===== src/rtl/sim_uart_rx_monitor_pkg.sv =====
// Shared types and constants for the pad-level UART RX monitor.
package sim_uart_pkg;

    localparam int UartDataBits = 8;

    typedef enum logic [2:0] {
        RX_IDLE      = 3'd0,
        RX_START     = 3'd1,
        RX_DATA      = 3'd2,
        RX_STOP      = 3'd3,
        RX_WAIT_IDLE = 3'd4
    } rx_state_e;

    // Per-cycle outcome flags; a bench can OR these into a sticky test status.
    typedef struct packed {
        logic frame_err;
        logic glitch;
        logic overflow;
    } uart_rx_status_t;

endpackage


===== src/rtl/sim_uart_rx_monitor_if.sv =====
// Consumer-facing bundle of the RX monitor: decoded-byte stream plus event pulses.
// Handshake: a byte transfers on any rising clk_i where char_valid_o && char_ready_i;
// char_valid_o never depends on char_ready_i, and char_o is stable while valid is held.
interface sim_uart_rx_monitor_if #(
    parameter int FifoDepth = 8
);
    logic [7:0]                 char_o;
    logic                       char_valid_o;
    logic                       char_ready_i;
    logic [$clog2(FifoDepth):0] depth_o;
    logic                       frame_err_o;
    logic                       glitch_o;
    logic                       overflow_o;

    modport master (
        output char_o, char_valid_o, depth_o, frame_err_o, glitch_o, overflow_o,
        input  char_ready_i
    );

    modport slave (
        input  char_o, char_valid_o, depth_o, frame_err_o, glitch_o, overflow_o,
        output char_ready_i
    );
endinterface


===== src/rtl/sim_uart_rx_monitor_fifo.sv =====
// Small synchronous byte FIFO; occupancy is the difference of pointers carrying one wrap bit.
module sim_uart_rx_fifo #(
    parameter int FifoDepth = 8,
    parameter int Width     = 8
) (
    input  logic                       clk_i,
    input  logic                       rst_i,
    input  logic                       push_i,
    input  logic [Width-1:0]           data_i,
    input  logic                       pop_i,
    output logic [Width-1:0]           data_o,
    output logic                       valid_o,
    output logic [$clog2(FifoDepth):0] depth_o,
    output logic                       overflow_o
);
    localparam int AW = $clog2(FifoDepth);

    logic [Width-1:0] mem_q [FifoDepth];
    logic [AW:0]      wr_q;
    logic [AW:0]      rd_q;
    logic             empty;
    logic             full;
    logic             do_pop;
    logic             do_push;

    assign depth_o    = wr_q - rd_q;
    assign empty      = (wr_q == rd_q);
    assign full       = (depth_o == (AW+1)'(FifoDepth));
    // Pop needs data already present: a byte pushed this cycle cannot fall through.
    assign do_pop     = pop_i && !empty;
    // When full, a simultaneous pop frees the slot the push lands in.
    assign do_push    = push_i && (!full || do_pop);
    assign overflow_o = push_i && full && !do_pop;
    assign valid_o    = !empty;
    // Head reads as zero when empty so the output is defined straight out of reset.
    assign data_o     = empty ? '0 : mem_q[rd_q[AW-1:0]];

    // Storage write; contents need no reset because the pointers gate visibility.
    always_ff @(posedge clk_i) begin
        if (do_push) begin
            mem_q[wr_q[AW-1:0]] <= data_i;
        end
    end

    // Pointer update with synchronous clear.
    always_ff @(posedge clk_i) begin
        if (rst_i) begin
            wr_q <= '0;
            rd_q <= '0;
        end else begin
            if (do_push) wr_q <= wr_q + 1'b1;
            if (do_pop)  rd_q <= rd_q + 1'b1;
        end
    end

endmodule


===== src/rtl/sim_uart_rx_monitor.sv =====
// Pad-level 8N1 UART receiver feeding a byte FIFO, with framing/glitch/overflow pulses.
module sim_uart_rx_monitor
    import sim_uart_pkg::*;
#(
    parameter int ClkPerBit = 16,
    parameter int FifoDepth = 8
) (
    input  logic                         clk_i,
    input  logic                         rst_i,
    input  logic                         enable_i,
    input  logic                         rx_i,
    sim_uart_rx_monitor_if.master        mon,
    output rx_state_e                    state_o
);
    localparam int CntW = $clog2(ClkPerBit + 1);
    localparam logic [CntW-1:0] HalfBit = CntW'(ClkPerBit / 2 - 1);
    localparam logic [CntW-1:0] FullBit = CntW'(ClkPerBit - 1);
    localparam logic [2:0]      LastIdx = 3'(UartDataBits - 1);

    logic rx_meta;
    logic rx_s;
    logic rx_d;
    logic rx_fall;

    rx_state_e         state_q, state_d;
    logic [CntW-1:0]   cnt_q, cnt_d;
    logic [2:0]        idx_q, idx_d;
    logic [7:0]        shift_q, shift_d;
    logic              push;
    logic              frame_err;
    logic              glitch;
    uart_rx_status_t   status;

    // Two-flop synchroniser on the asynchronous pad, plus a delay flop for edge detection.
    always_ff @(posedge clk_i) begin
        if (rst_i) begin
            rx_meta <= 1'b1;
            rx_s    <= 1'b1;
            rx_d    <= 1'b1;
        end else begin
            rx_meta <= rx_i;
            rx_s    <= rx_meta;
            rx_d    <= rx_s;
        end
    end

    assign rx_fall = rx_d && !rx_s;

    // Decoder state, bit timer, bit index and shift register.
    always_ff @(posedge clk_i) begin
        if (rst_i) begin
            state_q <= RX_IDLE;
            cnt_q   <= '0;
            idx_q   <= '0;
            shift_q <= '0;
        end else begin
            state_q <= state_d;
            cnt_q   <= cnt_d;
            idx_q   <= idx_d;
            shift_q <= shift_d;
        end
    end

    // Frame decode: each sampling point is one bit-time apart, starting mid start-bit.
    always_comb begin
        state_d   = state_q;
        cnt_d     = cnt_q;
        idx_d     = idx_q;
        shift_d   = shift_q;
        push      = 1'b0;
        frame_err = 1'b0;
        glitch    = 1'b0;
        if (!enable_i) begin
            state_d = RX_IDLE;
        end else begin
            case (state_q)
                RX_IDLE: begin
                    if (rx_fall) begin
                        state_d = RX_START;
                        cnt_d   = HalfBit;
                    end
                end
                RX_START: begin
                    if (cnt_q == '0) begin
                        if (!rx_s) begin
                            state_d = RX_DATA;
                            cnt_d   = FullBit;
                            idx_d   = '0;
                        end else begin
                            glitch  = 1'b1;
                            state_d = RX_IDLE;
                        end
                    end else begin
                        cnt_d = cnt_q - CntW'(1);
                    end
                end
                RX_DATA: begin
                    if (cnt_q == '0) begin
                        shift_d[idx_q] = rx_s;
                        cnt_d          = FullBit;
                        if (idx_q == LastIdx) begin
                            state_d = RX_STOP;
                        end else begin
                            idx_d = idx_q + 3'd1;
                        end
                    end else begin
                        cnt_d = cnt_q - CntW'(1);
                    end
                end
                RX_STOP: begin
                    if (cnt_q == '0) begin
                        if (rx_s) begin
                            push    = 1'b1;
                            state_d = RX_IDLE;
                        end else begin
                            frame_err = 1'b1;
                            state_d   = RX_WAIT_IDLE;
                        end
                    end else begin
                        cnt_d = cnt_q - CntW'(1);
                    end
                end
                RX_WAIT_IDLE: begin
                    // A held-low line (break) must return high before a new start is trusted.
                    if (rx_s) state_d = RX_IDLE;
                end
                default: state_d = RX_IDLE;
            endcase
        end
    end

    sim_uart_rx_fifo #(
        .FifoDepth (FifoDepth),
        .Width     (8)
    ) u_fifo (
        .clk_i      (clk_i),
        .rst_i      (rst_i),
        .push_i     (push && !rst_i),
        .data_i     (shift_q),
        .pop_i      (mon.char_ready_i),
        .data_o     (mon.char_o),
        .valid_o    (mon.char_valid_o),
        .depth_o    (mon.depth_o),
        .overflow_o (status.overflow)
    );

    // Outcome pulses are silenced while reset is asserted, whatever state is being left.
    assign status.frame_err = frame_err && !rst_i;
    assign status.glitch    = glitch && !rst_i;

    assign mon.frame_err_o = status.frame_err;
    assign mon.glitch_o    = status.glitch;
    assign mon.overflow_o  = status.overflow;
    assign state_o         = state_q;

endmodule

===== src/flat_wrapper.sv =====
// flat-port wrapper written by rule: the top's interface ports become plain ports
module sim_uart_rx_monitor_flat import sim_uart_pkg::*;
#(
    parameter int ClkPerBit = 16,
    parameter int FifoDepth = 8
)
  (clk_i, rst_i, enable_i, rx_i, state_o, mon_char_o, mon_char_valid_o, mon_depth_o, mon_frame_err_o, mon_glitch_o, mon_overflow_o, mon_char_ready_i);
  sim_uart_rx_monitor_if #(.FifoDepth(FifoDepth)) mon_i ();
  input  logic clk_i;
  input  logic rst_i;
  input  logic enable_i;
  input  logic rx_i;
  output rx_state_e state_o;
  output wire logic [$bits(mon_i.char_o)-1:0] mon_char_o;
  output wire logic [$bits(mon_i.char_valid_o)-1:0] mon_char_valid_o;
  output wire logic [$bits(mon_i.depth_o)-1:0] mon_depth_o;
  output wire logic [$bits(mon_i.frame_err_o)-1:0] mon_frame_err_o;
  output wire logic [$bits(mon_i.glitch_o)-1:0] mon_glitch_o;
  output wire logic [$bits(mon_i.overflow_o)-1:0] mon_overflow_o;
  input wire logic [$bits(mon_i.char_ready_i)-1:0] mon_char_ready_i;
  assign mon_char_o = mon_i.char_o;
  assign mon_char_valid_o = mon_i.char_valid_o;
  assign mon_depth_o = mon_i.depth_o;
  assign mon_frame_err_o = mon_i.frame_err_o;
  assign mon_glitch_o = mon_i.glitch_o;
  assign mon_overflow_o = mon_i.overflow_o;
  assign mon_i.char_ready_i = mon_char_ready_i;
  sim_uart_rx_monitor #(.ClkPerBit(ClkPerBit), .FifoDepth(FifoDepth)) u_core (.clk_i(clk_i), .rst_i(rst_i), .enable_i(enable_i), .rx_i(rx_i), .mon(mon_i), .state_o(state_o));
endmodule

===== config.mk =====
export PLATFORM = sky130hd
export DESIGN_NAME = sim_uart_rx_monitor_flat
export DESIGN_NICKNAME = d
export VERILOG_FILES = /design/src/rtl/sim_uart_rx_monitor_pkg.sv /design/src/rtl/sim_uart_rx_monitor_if.sv /design/src/rtl/sim_uart_rx_monitor_fifo.sv /design/src/rtl/sim_uart_rx_monitor.sv /design/src/flat_wrapper.sv
export SDC_FILE = /design/constraint.sdc
export NUM_CORES = 1
export LEC_CHECK = 0
export ABC_AREA = 1
export CORE_UTILIZATION = 59
export DETAILED_ROUTE_END_ITERATION = 10
export GPL_ROUTABILITY_DRIVEN = 0
export GPL_TIMING_DRIVEN = 0
export PLACE_DENSITY_LB_ADDON = 0.15
export SLEW_MARGIN = 20
export SYNTH_ARGS = -nofsm -noshare
export SYNTH_HDL_FRONTEND = slang
export SYNTH_SLANG_ARGS = --single-unit

===== constraint.sdc =====
create_clock -name clk_i -period 2.8 [get_ports clk_i]
set_input_delay 0.56 -clock clk_i [delete_from_list [all_inputs] [get_ports clk_i]]
set_output_delay 0.56 -clock clk_i [all_outputs]
set_load 0.03 [all_outputs]

==> metrics.txt <==
Tot Pwr 2.927 mW; Rows 31; status finished clean; half-perimeter wire length after placement 6.372 mm; die span in x 88.94 µm; share of cells above drive strength 1 17.78%; syn_nets 492; Min Hold Slack 0.4121 ns; clk_skew 0.01272 ns; commonest non-fill, non-tap cells in the layout nor2_1, nand2_1, edfxtp_1; MaxCap Viol Count 0; Placed Area 4813 µm²; min setup slack post-route 0.04253 ns; via count 3429; CP Cell Sequence inv_4 -> ha_4 -> fa_1 -> nand2_1 -> inv_1 -> nand3_2 -> a21oi_2 -> nand2_2 -> nor2_2 -> buf_6; met3 GRT Util 4.063%; CP max-delay cell fa_1; Longest Clk Path Bufs 2; initial antenna violation count 0; Yosys warnings 0; initial drt markers 303; Synth Area per Inst 9.329 µm²; number of global-route vias before repair 3047; Layout Utilization 69.35%; Crit. End Element output port; HP Class reg2reg; sequential element share of the synthesized area 57.91%; synthesis-to-layout area growth 13.41%; first-pass GRT wire length 14.49 mm; Final min period 2.757 ns; nets@finish 532; reg2reg start u_core.u_fifo.wr_q[0]; period utilization 98.48%; IO buf count 23; Critical Path End mon_overflow_o; GR Overflow Total 0; Root Driver clkbuf_8; unrepaired setup endpoints after global routing yes; cell count after synthesis 478; worst slew pin tran 0.7535 ns; worst stage delay on the critical path 0.56 ns; Max Clk Rate 362.7 MHz; # hold bufs at CTS 0; Final Max Slew Viols 0; Main synth FF type edfxtp_1; DP Worst Slack -0.3715 ns; final setup fails 0; largest net degree at the start of global routing 19; critical path arrival 2.20 ns; Netlist Area Pre-Place 4459 µm²; Worst EP required 2.24 ns; asr flop ratio synth 0%; final wirelength 9.154 mm; Fill cells 583; pwr dens 578.8 nW/µm²; io pins 24; WL/cell 14.72 µm; cts bufs inserted 9; CTS H-tree depth 3; peak supply drop 289.1 µV; die area 7909 µm²; Fin. Hold Viols 0; Static Leak 1.955 nW; Seq. cell area 2585 µm²; Core Box Area 7292 µm²; n_diodes 0; area of the multi-input gates 1689 µm²; Worst Setup Path Type reg2out; Startpoint Class flip-flop; Die Ht 88.94 µm; global-route met2 utilization 40.63%; Total GRT Usage 24.91%; Initial Util 61.15%; synth unique cells 36; commonest non-fill, non-tap cell in the layout nor2_1; Skew-Pair Late Insertion Delay 0.36 ns; relative slew slack 49.58%; slack of the worst reg-to-reg path 0.15 ns; GR met1 Demand/Resource 34.01%; Setup crit start u_core.u_fifo.wr_q[0]; drt drc 0; flops & latches, synth 97; antenna viol nets, final 0; Worst-path clk slew 0.10 ns; CTS sink count 97; Vias/cell 5.513; cell area after layout 5057 µm²; crit path max fanout 4; most used routing layer met2; Register-to-Register Path Depth 9; length of the first detailed-routing pass in iterations 5; CTS tree yes; Post-synth EDFFs 64; RR Endpoint u_core.u_fifo.mem_q[5][1]
[power by group]
part / internal [mW] / total (mW) / switching, mW
Combinational: 0.181 / 0.534 / 0.353
Clock: 0.340 / 0.848 / 0.508
Sequential: 1.52 / 1.54 / 0.0229
Total: 2.04 / 2.93 / 0.884
[metrics by stage]
stage,setup TNS [ns],cells
after floorplan,0,478
after global placement,-13.15,600
final,0,622
after CTS,-0.03038,617
after global routing,-0.05812,622
after detailed placement,-15.78,600
[how the worst min path moves through the flow]
stage,start,endpoint,cells past startpoint
2_1_floorplan,u_core.rx_meta,u_core.rx_s,1
3_3_place_gp,u_core.rx_meta,u_core.rx_s,1
4_1_cts,u_core.rx_meta,u_core.rx_s,1
5_1_grt,u_core.rx_meta,u_core.rx_s,1
3_5_place_dp,u_core.rx_meta,u_core.rx_s,1
6_report,u_core.rx_meta,u_core.rx_s,1
[worst max-delay path, delay by kind of cell, from the launching register on]
kind | cells | cell delay, ns
fa+ha+maj | 2 | 0.72
flops | 1 | 0.37
simple gates | 4 | 0.36
buf+inv | 3 | 0.26
compound gates | 1 | 0.12
[sequential cells by signal (all words and copies together), names as in the netlist, named ones only]
| name | flops |
|---|---|
| u_core.shift_q | 8 |
| u_core.cnt_q | 5 |
| u_core.rx_s | 1 |
| u_core.rx_meta | 1 |
| u_core.u_fifo.wr_q | 4 |
| u_core.u_fifo.rd_q | 4 |
| u_core.state_o | 3 |
| u_core.u_fifo.mem_q | 64 |
| u_core.rx_d | 1 |
| u_core.idx_q | 3 |
[routing by layer]
| metal | vias to the layer above | wire (µm) |
|---|---|---|
| met5 | - | 0 |
| met4 | 0 | 137 |
| met3 | 15 | 500 |
| met2 | 107 | 4496 |
| met1 | 1621 | 4020 |
| li1 | 1686 | - |
[final cells by class]
| type | instances | area share, % |
|---|---|---|
| flip-flops and latches | 97 | 51.11 |
| multi-input cells | 322 | 33.40 |
| repair buffers | 29 | 4.577 |
| inverters | 45 | 3.439 |
| clock buffers | 9 | 2.449 |
| well taps | 99 | 2.449 |
| plain buffers | 14 | 1.361 |
| clock inverters | 7 | 1.212 |
[kinds of logic (layout without fill, tap and decap cells)]
kind of cell,Yosys count,in the layout,synth area share [%]
AND/OR/NAND/NOR,229,229,23.63
flip-flops,97,97,57.91
buffers and inverters,59,104,5.275
adder cells (fa/ha/maj),9,9,2.694
XOR/XNOR,3,3,0.5893
AO/OA/AOI/OAI,81,81,9.905
[synthesized netlist by cell type, types with 2 or more instances]
master,count,share of area [%]
a21oi_1,23,2.6
buf_2,6,0.67
clkbuf_1,6,0.51
dfxtp_1,33,15
edfxtp_1,64,43
ha_1,8,2.2
inv_1,37,3.1
inv_2,7,0.59
nand2_1,67,5.6
nand2_2,4,0.56
nand3_1,22,2.5
nand3_2,3,0.67
nand3_4,2,0.79
nor2_1,104,8.8
nor2_2,9,1.3
nor2_4,4,1.0
nor3_1,4,0.45
o21ai_0,47,5.3
o32ai_1,8,1.6
or2_2,3,0.42
xor2_1,2,0.39
[timing repair]
item | 4_1_cts | 5_1_grt
cloned | 0 | 0
pin swaps | 1 | 4
buffers inserted | 1 | 5
setup endpoints to repair | 79 | 35
gates resized for setup | 48 | 28
No activity file was read; power rests on OpenSTA's default activity.
